$ cat src/rtl/alu_pkg.sv
// Shared op-code constants, FSM state encoding and op legality helper
// for the bit-serial ALU.
package alu_pkg;
  localparam logic [3:0] OP_AND = 4'b0000;
  localparam logic [3:0] OP_OR  = 4'b0001;
  localparam logic [3:0] OP_ADD = 4'b0010;
  localparam logic [3:0] OP_SUB = 4'b0110;
  localparam logic [3:0] OP_NOR = 4'b1100;

  typedef enum logic [1:0] {
    IDLE = 2'd0,
    RUN  = 2'd1,
    DONE = 2'd2
  } state_t;

  function automatic logic op_is_legal(input logic [3:0] o);
    return (o == OP_AND) || (o == OP_OR) || (o == OP_ADD) ||
           (o == OP_SUB) || (o == OP_NOR);
  endfunction

  function automatic logic op_is_arith(input logic [3:0] o);
    return (o == OP_ADD) || (o == OP_SUB);
  endfunction
endpackage

$ cat src/rtl/alu_bit_slice.sv
// Combinational 1-bit ALU slice: AND / OR / full-add on optionally inverted
// inputs; Operation 11 yields 0. Carryout is always the full-adder carry.
module alu_bit_slice (
  input  logic       A,
  input  logic       B,
  input  logic       Ainvert,
  input  logic       Binvert,
  input  logic       CarryIn,
  input  logic [1:0] Operation,
  output logic       Result,
  output logic       Carryout
);
  logic a_i, b_i;

  assign a_i      = A ^ Ainvert;
  assign b_i      = B ^ Binvert;
  assign Carryout = (a_i & b_i) | (a_i & CarryIn) | (b_i & CarryIn);

  always_comb begin
    Result = 1'b0;
    case (Operation)
      2'b00:   Result = a_i & b_i;
      2'b01:   Result = a_i | b_i;
      2'b10:   Result = a_i ^ b_i ^ CarryIn;
      default: Result = 1'b0;
    endcase
  end
endmodule

$ cat src/rtl/serial_alu_seq.sv
// Bit-serial ALU: shifts operands LSB first through one alu_bit_slice,
// publishing flags and result in DONE, WIDTH+1 edges after the accepting edge.
module serial_alu_seq
  import alu_pkg::*;
#(
  parameter int WIDTH = 8
) (
  input  logic             clk,
  input  logic             rst_n,
  input  logic             start,
  input  logic [WIDTH-1:0] a,
  input  logic [WIDTH-1:0] b,
  input  logic [3:0]       op,
  output logic             busy,
  output logic             done,
  output logic [WIDTH-1:0] result,
  output logic             carry_out,
  output logic             zero,
  output logic             overflow,
  output logic             op_err
);
  localparam int CW = $clog2(WIDTH + 1);
  localparam logic [CW-1:0] CNT_LAST_BIT = CW'(WIDTH - 1);
  localparam logic [CW-1:0] CNT_PUBLISH  = CW'(WIDTH);

  state_t         state;
  logic [WIDTH-1:0] sh_a, sh_b, sh_r;
  logic [3:0]     op_q;
  logic [CW-1:0]  cnt;
  logic           carry_q;
  logic           cin_msb;
  logic           slice_res, slice_cout;
  logic           legal, arith;

  alu_bit_slice u_slice (
    .A        (sh_a[0]),
    .B        (sh_b[0]),
    .Ainvert  (op_q[3]),
    .Binvert  (op_q[2]),
    .CarryIn  (carry_q),
    .Operation(op_q[1:0]),
    .Result   (slice_res),
    .Carryout (slice_cout)
  );

  assign legal = op_is_legal(op_q);
  assign arith = op_is_arith(op_q);

  always_ff @(posedge clk or negedge rst_n) begin
    if (!rst_n) begin
      state     <= IDLE;
      sh_a      <= '0;
      sh_b      <= '0;
      sh_r      <= '0;
      op_q      <= '0;
      cnt       <= '0;
      carry_q   <= 1'b0;
      cin_msb   <= 1'b0;
      busy      <= 1'b0;
      done      <= 1'b0;
      result    <= '0;
      carry_out <= 1'b0;
      zero      <= 1'b0;
      overflow  <= 1'b0;
      op_err    <= 1'b0;
    end else begin
      case (state)
        IDLE, DONE: begin
          done <= 1'b0;
          if (start) begin
            sh_a    <= a;
            sh_b    <= b;
            sh_r    <= '0;
            op_q    <= op;
            cnt     <= '0;
            carry_q <= op[2];
            cin_msb <= 1'b0;
            busy    <= 1'b1;
            state   <= RUN;
          end else begin
            state <= IDLE;
          end
        end
        RUN: begin
          if (cnt == CNT_PUBLISH) begin
            // An illegal op still runs the full sequence but publishes clean flags.
            result    <= legal ? sh_r : '0;
            zero      <= legal ? (sh_r == '0) : 1'b1;
            carry_out <= legal ? carry_q : 1'b0;
            overflow  <= (legal && arith) ? (cin_msb ^ carry_q) : 1'b0;
            op_err    <= ~legal;
            busy      <= 1'b0;
            done      <= 1'b1;
            state     <= DONE;
          end else begin
            sh_a    <= sh_a >> 1;
            sh_b    <= sh_b >> 1;
            sh_r    <= {slice_res, sh_r[WIDTH-1:1]};
            carry_q <= slice_cout;
            if (cnt == CNT_LAST_BIT) cin_msb <= carry_q;
            cnt <= cnt + CW'(1);
          end
        end
        default: state <= IDLE;
      endcase
    end
  end
endmodule
$ cat config.mk
export PLATFORM = sky130hd
export DESIGN_NAME = serial_alu_seq
export DESIGN_NICKNAME = d
export VERILOG_FILES = /design/src/rtl/alu_pkg.sv /design/src/rtl/alu_bit_slice.sv /design/src/rtl/serial_alu_seq.sv
export SDC_FILE = /design/constraint.sdc
export NUM_CORES = 1
export LEC_CHECK = 0
export BUFFER_PORTS_ARGS = -buffer_cell sky130_fd_sc_hd__buf_2
export CAP_MARGIN = 30
export CORE_ASPECT_RATIO = 2
export CORE_MARGIN = 3
export CORE_UTILIZATION = 55
export CTS_CLUSTER_DIAMETER = 60
export DETAILED_ROUTE_END_ITERATION = 8
export PLACE_DENSITY = 0.87
export SETUP_SLACK_MARGIN = 0.02
export SYNTH_ARGS = -nofsm -noshare
export SYNTH_HDL_FRONTEND = slang
export SYNTH_SLANG_ARGS = --single-unit
$ cat constraint.sdc
create_clock -name clk -period 2.13 [get_ports clk]
set_input_delay 0 -clock clk [delete_from_list [all_inputs] [get_ports clk]]
set_output_delay 0 -clock clk [all_outputs]
set_load 0.05 [all_outputs]
# [Word-level counts from Yosys, hierarchy flattened]
# Cells that the tools add are included.
[op_classes] eq_ne=14 addsub=1 n_mux=32 bitwise_logic=12 n_reduce_logical=18
[op_table] cell="$mux W8" n=7
[op_table] cell="$pmux W8 S2" n=3
[op_table] cell="$mux W1" n=12
[op_table] cell="$eq A4 B3 Y1 const B" n=2
[op_table] cell="$eq A4 B4 Y1 const B" n=2
[op_table] cell="$logic_not A8 Y1" n=1
[op_table] cell="$mux W4" n=2
[op_table] cell="$ne A2 B2 Y1 const B" n=4
[op_table] cell="$pmux W1 S2" n=4
[op_table] cell="$pmux W4 S2" n=1
[op_table] cell="$reduce_and A2 Y1" n=3
[op_table] cell="$reduce_and A3 Y1" n=2
[op_table] cell="$logic_or A1 B1 Y1" n=5
[op_table] cell="$xor A1 B1 Y1" n=5
[op_table] cell="$add A4 B1 Y4 const B" n=1
[op_table] cell="$eq A2 B1 Y1 const B" n=2
[op_table] cell="$eq A2 B2 Y1 const B" n=2
[op_table] cell="$eq A4 B1 Y1 const B" n=1
[op_table] cell="$eq A4 B2 Y1 const B" n=1
[op_table] cell="$logic_not A2 Y1" n=2
[op_table] cell="$logic_not A4 Y1" n=1
[op_table] cell="$pmux W2 S2" n=1
[op_table] cell="$reduce_and A4 Y1" n=1
[op_table] cell="$and A1 B1 Y1" n=3
[op_table] cell="other kinds (7)" n=9
[totals] output_inout_bits=14 ff_bits=50 elab_cells=92

# [Longest topological paths before layout]
[depth] word_depth=7 mapped_depth=7 mapped_depth_nobuf=6

# [Hierarchy]
# From an unflattened synthesis, not the netlist that was laid out.
[unflattened] cells_unflattened=172 hier_area_um2=2331.0
[modules_own_cells] module="serial_alu_seq" area_each_um2=2238.4 n_inst=1 cells_each=162 seq_area_each_um2=1251.2
[modules_own_cells] module="alu_bit_slice" area_each_um2=92.6 n_inst=1 cells_each=10 seq_area_each_um2=0.0

# [Worst setup path after synthesis]
# Ideal clock, no wire load.
[synth_timing] kind="reg2reg" startpoint="reg cnt[0]" endpoint="reg op_err" setup_slack_ns=0.546 required_ns=2.005 path_buffers=1 stages_incl_launch_ff=8 period_less_slack_ns=1.584 arrival_time_ns=1.460 cell_sequence="dfrtp_1 inv_1 ha_1 and3b_1 buf_2 nand2_2 inv_2 mux2_2"
[synth_via] elab_chain_cells=2
[synth_lines] item="start: declaration" line="serial_alu_seq.sv:29" rtl="logic [CW-1:0] cnt;"
[synth_lines] item="start signal: assignment" line="serial_alu_seq.sv:101" rtl="cnt <= cnt + CW'(1);"
[synth_lines] item="$eq A4 B4 Y1" line="serial_alu_seq.sv:85" rtl="if (cnt == CNT_PUBLISH) begin"
[synth_lines] item="$reduce_and A2 Y1 (no source line)"
[synth_lines] item="end signal: assignment" line="serial_alu_seq.sv:91" rtl="op_err <= ~legal;"
[synth_lines] item="end: declaration" line="serial_alu_seq.sv:20" rtl="output logic op_err"
# Every way passes these cells.
# A chain may end at the register's enable or synchronous reset.

# [Worst setup path in the final report]
[layout_timing] startpoint="reg cnt[0]" endpoint="reg sh_a[2]"
[layout_via] elab_chain_cells=3
[layout_lines] item="$eq A4 B4 Y1" line="serial_alu_seq.sv:85"
[layout_lines] item="$ne A2 B2 Y1 (no source line)"
[layout_lines] item="$reduce_and A3 Y1 (no source line)"
[layout_lines] item="end signal: assignment" line="serial_alu_seq.sv:96" rtl="sh_a <= sh_a >> 1;"
[layout_lines] item="end: declaration" line="serial_alu_seq.sv:27" rtl="logic [WIDTH-1:0] sh_a, sh_b, sh_r;"
# Every way passes these cells.

==> run metrics <==
pwr dens 1590 nW/µm²; Iter 0 DRT Violations 26; CTS tree done; Finished Cell Area 2850 µm²; CP endpoint kind register; RSZ-0062 raised after global routing false; Worst Setup Start Kind register; clk_skew 10.7 ps; IO Port Bufs 36; share of cells above drive strength 1 35.2%; final worst path period need 1780 ps; Least-Margin Pin Slew 700 ps; CORE AREA 4210 µm²; row cnt 33; post-route ant nets 0; Reg clk slew, reported paths 90 ps; final hold violation count 0; cell count after synthesis 205; Synth Net Count 233; pre-CTS setup slack 362 ps; initial antenna violation count 0; Critical Path Fanout Max 17; synthesized area per cell 12.0 µm²; status finished, final reports clean; Setup violations, final 0; mapped cell area 2450 µm²; Final WS setup 353 ps; Diodes inserted 0; postcts setup bufs 0; total gr overflow 0; CTS H-tree depth 2; Pwr Total 4540 µW; Main synth FF type dfrtp_1; Die Span Y 100 µm; final period utilization 83.4%; DR WL/cell 15.9 µm; max_cap viols 0; nets 280; Layout fillers 338; GRT Util Overall 20.6%; Placed Area 2670 µm²; Worst Hold Class in2reg; post-synth top area share 51.0%; largest area contributor in the netlist dfrtp_1; largest net degree at the start of global routing 33; slew margin rel. 53.3%; Clock Tree Buf Depth 2; crit path DAT 1960 ps; Yosys reg bits 50; maximum vdd drop 1010 µV; DIE AREA 5340 µm²; # IOs 37; Slew Viols, Final 0; area grow syn2layout 16.2%; DRT Pass-1 Iters 4; Crit Path Class reg2reg; Multi-input gate area 1070 µm²; register area 1250 µm²; Leakage 0.00144 µW; Max Fclk 563 MHz; data required time at the worst endpoint 2310 ps; clk_lat worst skew 300 ps; Async SR Flop Fraction 100%; global placement routability congestion 0.827; Yosys cell types 43; top cells by area, synth dfrtp_1 (51%), mux2_2 (7.8%), mux2_4 (7.3%); Seq/Total Area, Yosys 51.0%; Root Driver clkbuf_8; Vias/cell 5.59; Vias 1,705; final core utilization 67.6%; hpwl dp 3.49 mm; commonest cells in the netlist dfrtp_1 (50), nand2_1 (25), nand3_1 (18); Die X 53.2 µm; Clock Sinks 50; Residual DRC 0; Starting Density 58.2%; vias in the first global route 1,721; most common cell in the netlist dfrtp_1; Post-synth EDFFs 0; first-pass GRT wire length 8.02 mm; cts bufs inserted 5; Ys Warns 0; setup TNS 0 ps; total wire length 4.84 mm
## worst paths after layout
check	startpoint	to	slack, ps	cells past startpoint
max	cnt[0]	sh_a[2]	350	6
min in group asynchronous	rst_n	result[1]	270	2
max in group asynchronous	rst_n	op_q[1]	1240	3
min reg2reg	result[0]	result[0]	490	1
min	a[5]	sh_a[5]	50	3
max reg2reg	cnt[0]	sh_a[2]	350	6
## through the flow
| step | hold WS, ps | instances |
|---|---|---|
| 2_1_floorplan | -296 | 205 |
| 3_3_place_gp | 69.6 | 290 |
| 3_5_place_dp | 87.5 | 290 |
| 4_1_cts | 43.3 | 305 |
| 5_1_grt | 47.5 | 305 |
| 6_report | 47.1 | 305 |
## state kept, by name (all words and copies together) (netlist names)
name,cells
busy,1
carry_out,1
carry_q,1
cin_msb,1
cnt,4
done,1
op_err,1
op_q,4
overflow,1
result,8
sh_a,8
sh_b,8
sh_r,8
state,2
zero,1
## where the power goes
group          switching [µW]  total [µW]  internal, µW
registers                 325        1680          1360
logic                    1220        2260          1030
clock network             307         604           298
## repair_timing
action | in CTS | in global routing
gates resized for setup | 0 | 0
endpoints found under the hold margin | 36 | 0
hold buffers | 7 | 0
## kinds of logic after synthesis
kind of cell	synth area share [%]
AO/OA/AOI/OAI	8.72
XOR/XNOR	1.07
adder cells (fa/ha/maj)	2.86
buffers and inverters	5.15
flip-flops	51.0
multiplexers	17.2
AND/OR/NAND/NOR	14.0
## layout make-up
| cell class | instances | share of cell area, % |
|---|---|---|
| clock inverter | 1 | 0.307 |
| timing repair buffer | 51 | 11.3 |
| multi-input combinational | 136 | 37.7 |
| sequential | 50 | 43.9 |
| tap | 52 | 2.28 |
| inverter | 8 | 1.05 |
| clock buffer | 7 | 3.38 |
## cell usage in the layout (no fill, tap or decap), drive strengths merged
| master | netlist | final |
|---|---|---|
| and3b | 1 | 1 |
| inv | 8 | 8 |
| o22a | 1 | 1 |
| nor4bb | 1 | 1 |
| ha | 4 | 4 |
| buf | 8 | 44 |
| dlygate4sd3 | 0 | 7 |
| and2 | 2 | 2 |
| nor3 | 2 | 2 |
| dfrtp | 50 | 50 |
| or2b | 1 | 1 |
| a211o | 1 | 1 |
| nand2b | 1 | 1 |
| fa | 1 | 1 |
| xnor2 | 1 | 1 |
| nor2b | 2 | 2 |
| o2bb2ai | 8 | 8 |
| clkinv | 0 | 1 |
| nor3b | 1 | 1 |
| o21ai | 11 | 11 |
| clkbuf | 3 | 7 |
| nand3b | 2 | 2 |
| mux2i | 5 | 5 |
| nor2 | 4 | 4 |
| nand3 | 18 | 18 |
| a21oi | 2 | 2 |
| nand4 | 2 | 2 |
| a31o | 1 | 1 |
| mux2 | 29 | 29 |
| o31ai | 2 | 2 |
| o31a | 1 | 1 |
| nand2 | 26 | 26 |
| nor4 | 2 | 2 |
| a22o | 2 | 2 |
| xor2 | 2 | 2 |
## critical path, stage by stage (launching register included)
cell and delay (ps):
dfrtp_1 400, inv_1 100, ha_1 210, nand3b_4 180, a21oi_4 220, inv_2 200, mux2_4 350
## layer usage
metal | global-route usage, % | up-vias | share of wire, %
met1 | 23.2 | 846 | 37
met2 | 36.5 | 41 | 57
met3 | 4.01 | 8 | 3.8
met5 | 0 | - | 0
li1 | - | 810 | -
met4 | 8.07 | 0 | 1.9
(Power assumes the default switching activity.)
